===== config.mk =====
export PLATFORM = sky130hd
export DESIGN_NAME = huffman_ctrl
export DESIGN_NICKNAME = d
export VERILOG_FILES = /design/src/rtl/huffman_ctrl.sv
export SDC_FILE = /design/constraint.sdc
export NUM_CORES = 1
export LEC_CHECK = 0
export BUFFER_PORTS_ARGS = -buffer_cell sky130_fd_sc_hd__buf_2
export CAP_MARGIN = 10
export CORE_ASPECT_RATIO = 0.6
export CORE_UTILIZATION = 45
export CTS_CLUSTER_SIZE = 25
export DETAILED_ROUTE_END_ITERATION = 6
export PLACE_DENSITY = 0.61
export SLEW_MARGIN = 30
export SYNTH_ARGS = -nofsm -noshare
export SYNTH_HDL_FRONTEND = slang
export SYNTH_SLANG_ARGS = --single-unit

===== constraint.sdc =====
create_clock -name clk -period 2.2 [get_ports clk]
set_clock_uncertainty 0.1 [all_clocks]
set_input_delay 0.44 -clock clk [delete_from_list [all_inputs] [get_ports clk]]
set_output_delay 0.44 -clock clk [all_outputs]
set_load 0.005 [all_outputs]

===== src/rtl/huffman_ctrl.sv =====
// Huffman tree-build sequencer: counts a symbol frame, then runs sort/merge
// rounds against external sort and code-split engines, guarded by a watchdog.
module huffman_ctrl #(
  parameter int WDOG_W  = 6,
  parameter int NUM_SYM = 6
) (
  input  logic       clk,
  input  logic       reset,
  input  logic       gray_valid,
  input  logic       sort_done,
  input  logic       split_done,
  output logic       CNT_valid,
  output logic       sort_start,
  output logic [2:0] sort_num,
  output logic       merge_en,
  output logic [2:0] round,
  output logic       split_start,
  output logic       code_valid,
  output logic       err,
  output logic [6:0] sym_cnt
);

  typedef enum logic [3:0] {
    IDLE, COUNT, SORT_REQ, SORT_WAIT, MERGE, SPLIT_REQ, SPLIT_WAIT, DONE, ERR
  } state_t;

  localparam logic [WDOG_W-1:0] WDOG_MAX      = '1;
  localparam logic [WDOG_W-1:0] WDOG_ONE      = {{(WDOG_W-1){1'b0}}, 1'b1};
  localparam logic [2:0]        SORT_NUM_INIT = 3'(NUM_SYM);

  state_t            state_q, state_d;
  logic [WDOG_W-1:0] wdog_q, wdog_d;
  logic              cnt_valid_d, sort_start_d, merge_en_d, split_start_d;
  logic              code_valid_d, err_d;
  logic [2:0]        sort_num_d, round_d;
  logic [6:0]        sym_cnt_d;

  // Next-state logic also computes the next value of every output, so each
  // output leaves the block straight from a flop.
  always_comb begin
    // NOTE: every signal gets a default before the case so no path can leave
    // it unassigned and infer a latch.
    state_d       = state_q;
    wdog_d        = wdog_q;
    cnt_valid_d   = 1'b0;
    sort_start_d  = 1'b0;
    merge_en_d    = 1'b0;
    split_start_d = 1'b0;
    sort_num_d    = sort_num;
    round_d       = round;
    sym_cnt_d     = sym_cnt;
    code_valid_d  = code_valid;
    err_d         = err;

    case (state_q)
      IDLE: begin
        if (gray_valid) begin
          state_d   = COUNT;
          sym_cnt_d = 7'd1;
        end
      end
      COUNT: begin
        if (gray_valid) begin
          if (sym_cnt != 7'd127) sym_cnt_d = sym_cnt + 7'd1;
        end else begin
          state_d     = SORT_REQ;
          cnt_valid_d = 1'b1;
        end
      end
      SORT_REQ: begin
        // sort_done is deliberately not looked at here: a completion seen
        // before the request has gone out cannot belong to this round.
        wdog_d       = '0;
        sort_start_d = 1'b1;
        state_d      = SORT_WAIT;
      end
      SORT_WAIT: begin
        if (sort_done) begin
          state_d    = MERGE;
          merge_en_d = 1'b1;
          round_d    = round + 3'd1;
        end else begin
          wdog_d = wdog_q + WDOG_ONE;
          if (wdog_d == WDOG_MAX) begin
            state_d = ERR;
            err_d   = 1'b1;
          end
        end
      end
      MERGE: begin
        if (sort_num == 3'd2) begin
          state_d = SPLIT_REQ;
        end else begin
          sort_num_d = sort_num - 3'd1;
          state_d    = SORT_REQ;
        end
      end
      SPLIT_REQ: begin
        wdog_d        = '0;
        split_start_d = 1'b1;
        state_d       = SPLIT_WAIT;
      end
      SPLIT_WAIT: begin
        if (split_done) begin
          state_d      = DONE;
          code_valid_d = 1'b1;
        end else begin
          wdog_d = wdog_q + WDOG_ONE;
          if (wdog_d == WDOG_MAX) begin
            state_d = ERR;
            err_d   = 1'b1;
          end
        end
      end
      DONE, ERR: ;
      default: state_d = IDLE;
    endcase
  end

  // NOTE: sequential state uses non-blocking assignments so every flop
  // samples the pre-edge values regardless of statement order.
  always_ff @(posedge clk or negedge reset) begin
    if (!reset) begin
      state_q     <= IDLE;
      wdog_q      <= '0;
      CNT_valid   <= 1'b0;
      sort_start  <= 1'b0;
      merge_en    <= 1'b0;
      split_start <= 1'b0;
      sort_num    <= SORT_NUM_INIT;
      round       <= 3'd0;
      sym_cnt     <= 7'd0;
      code_valid  <= 1'b0;
      err         <= 1'b0;
    end else begin
      state_q     <= state_d;
      wdog_q      <= wdog_d;
      CNT_valid   <= cnt_valid_d;
      sort_start  <= sort_start_d;
      merge_en    <= merge_en_d;
      split_start <= split_start_d;
      sort_num    <= sort_num_d;
      round       <= round_d;
      sym_cnt     <= sym_cnt_d;
      code_valid  <= code_valid_d;
      err         <= err_d;
    end
  end

endmodule


==> impl_metrics.tcl <==
set metrics [dict create \
    outcome "finished, final reports clean" \
    drv_cap 0 \
    clock-sinks 29 \
    synth_flop_cell "dfrtp_1" \
    syn_nets 174 \
    grt_pass1_vias 1047 \
    netlist_instances 163 \
    path_delay_family "simple AND/OR/NAND/NOR gates" \
    area_delta_synth_final_pct 16.6 \
    die_area_um2 3800 \
    rows 16 \
    ant_nets 0 \
    synth_enable_flop_cells 0 \
    async_flop_share_pct 100 \
    gp_congestion 0.802 \
    min_period_ns 1.87 \
    drv_slew 0 \
    max_clock_freq_mhz 536 \
    power_density_nw_per_um2 1270 \
    dpl_cell_area_um2 1750 \
    cts_resized 0 \
    critical_path_class "flop to flop" \
    routed_wl_um 3250 \
    end_kind "flop" \
    ys_seq_area_share_pct 45.6 \
    antenna_found_initial 0 \
    grt_pass1_wl_um 5130 \
    drc 0 \
    setup_violations 0 \
    layout_common_cells "27 x dfrtp_1, 23 x buf_2, 14 x nand3_1, 14 x nand2_1, 9 x o21ai_1" \
    path_cells "or4b_4 > or2_4 > o31ai_2" \
    critPathLaunchType "flop" \
    synth.distinct_cells 49 \
    drtIter0Drc 94 \
    fin_cells 234 \
    ir_drop_v 0.000594 \
    cts_buffers 5 \
    syn_avg_cell_area_um2 9.79 \
    slowest_stage "dfrtp_1" \
    crit_path_start "state_q[0]$_DFFE_PN0P_" \
    hpwl_um 2400 \
    cts_tree "built" \
    reg2reg_from "state_q[0]$_DFFE_PN0P_" \
    num_antenna_cells 0 \
    die_w_um 78.9 \
    n_fill_cell 305 \
    leakagePower_uw 0.000851 \
    drive_above_1_share_pct 23.3 \
    dp.cells 226 \
    postCtsHoldBufs 0 \
    viasPerCell 5.54 \
    synth_area_um2 1600 \
    grt-ovfl-total 0 \
    fin_crit_sh_pct 84.8 \
    clk-insertion-delay-late_ns 0.28 \
    die_height_um 48.1 \
    io_pins 24 \
    crit_path_max_incr_delay_ns 0.61 \
    path_buf_inv 0 \
    core-area_um2 3320 \
    max_slew_margin_pct 54.9 \
    cp_max_fo 15 \
    tightest_slew_ns 0.667 \
    required_ns 2.29 \
    routedWlPerCell_um 13.9 \
    firstDrtPassIters 4 \
    layout_commonest_cell "dfrtp_1" \
    cts_root_buffer "clkbuf_8" \
    clkTransAtPathRegs_ns 0.06 \
    hold_class "input pin to asynchronous set/reset pin" \
    clockBufferDepth 2 \
    ys.warnings.count 0 \
    worstPathArrival_ns 1.95 \
    rsz0062_at_grt "false" \
    finalHoldViolCount 0 \
    cts_setup_buffers 0 \
    nets 199 \
    htree_levels 2 \
    numPortBuffers 23 \
    finish.utilization_pct 56.0 \
    initial_utilization_pct 48.0 \
    vias 1297 \
    final_area_um2 1860 \
    grt_max_degree 30 \
    synth_seq_cells 29 \
    fin_setup_tns_ns 0 \
    grt_usage_pct 19.1 \
]
==> where the power goes <==
group / switching, µW / internal, µW / total, µW
Clock: 192 / 369 / 560
Sequential: 246 / 717 / 963
Combinational: 441 / 403 / 845
Total: 879 / 1490 / 2370
==> layout make-up <==
| class | instances | area, µm² | area share, % |
|---|---|---|---|
| multi-input cells | 118 | 797 | 42.8 |
| flip-flops and latches | 29 | 728 | 39.1 |
| repair buffers | 25 | 130 | 6.99 |
| clock buffers | 7 | 86.3 | 4.64 |
| well taps | 45 | 56.3 | 3.02 |
| inverters | 9 | 33.8 | 1.81 |
| clock inverters | 1 | 30.0 | 1.61 |
==> Yosys cell counts (2+ instances only) <==
master | count | area share, %
a21o_1 | 2 | 0.94
a21oi_1 | 4 | 1.3
and3_1 | 4 | 1.6
buf_2 | 3 | 0.94
buf_4 | 2 | 0.94
clkbuf_1 | 2 | 0.47
dfrtp_1 | 27 | 42
dfstp_2 | 2 | 3.3
ha_1 | 6 | 4.7
inv_1 | 8 | 1.9
mux2_2 | 2 | 1.4
nand2_1 | 14 | 3.3
nand2b_1 | 4 | 1.6
nand3_1 | 14 | 4.4
nand4_1 | 3 | 1.2
nor2_1 | 7 | 1.6
nor2b_1 | 4 | 1.6
nor3_1 | 3 | 0.94
nor4b_1 | 2 | 1.1
o211ai_1 | 2 | 0.94
o21a_1 | 2 | 0.94
o21ai_0 | 5 | 1.6
o21ai_1 | 9 | 2.8
o22a_1 | 2 | 1.1
o31ai_2 | 2 | 1.6
o32ai_1 | 3 | 1.6
xnor2_1 | 2 | 1.1
xor2_1 | 2 | 1.1
==> layer usage <==
layer / vias up / part of all wire, % / track usage, %
li1: 646 / - / -
met1: 614 / 56 / 28.7
met2: 30 / 37 / 24.2
met3: 7 / 5.9 / 6.54
met4: 0 / 1.3 / 8.73
met5: - / 0 / 0
==> kinds of logic after synthesis <==
logic type / share of synthesized area, %
buf+inv: 4.47
mux: 2.04
fa+ha+maj: 4.70
xor+xnor: 2.19
simple gates: 21.4
flops: 45.6
compound gates: 19.6
==> final timing paths <==
path                                          end  slack (ns)  depth (start not counted)
max                        sym_cnt[4]$_DFFE_PN0P_        0.33                          3
min                          round[2]$_DFFE_PN0P_        0.09                          1
max reg2reg                sym_cnt[4]$_DFFE_PN0P_        0.33                          3
min reg2reg                       err$_DFFE_PN0P_        0.36                          1
max in group asynchronous  state_q[1]$_DFFE_PN0P_        1.48                          1
min in group clk              CNT_valid$_DFF_PN0_        0.24                          2
==> stage by stage <==
stage               power (µW)  setup WS, ns  hold WS [ns]
floorplan                 1560         0.594        0.0444
global placement          1780         0.422         0.335
CTS                       2390         0.343         0.113
finish                    2370         0.334        0.0898
detailed placement        1820         0.365         0.343
global route              2560         0.244         0.130
==> sequential cells by signal, indices dropped and copies added, names as in the netlist <==
| register | cells |
|---|---|
| merge_en | 1 |
| code_valid | 1 |
| state_q | 4 |
| split_start | 1 |
| round | 3 |
| wdog_q | 6 |
| sym_cnt | 7 |
| sort_num | 3 |
| CNT_valid | 1 |
| err | 1 |
| sort_start | 1 |
No activity file was read; power rests on OpenSTA's default activity.
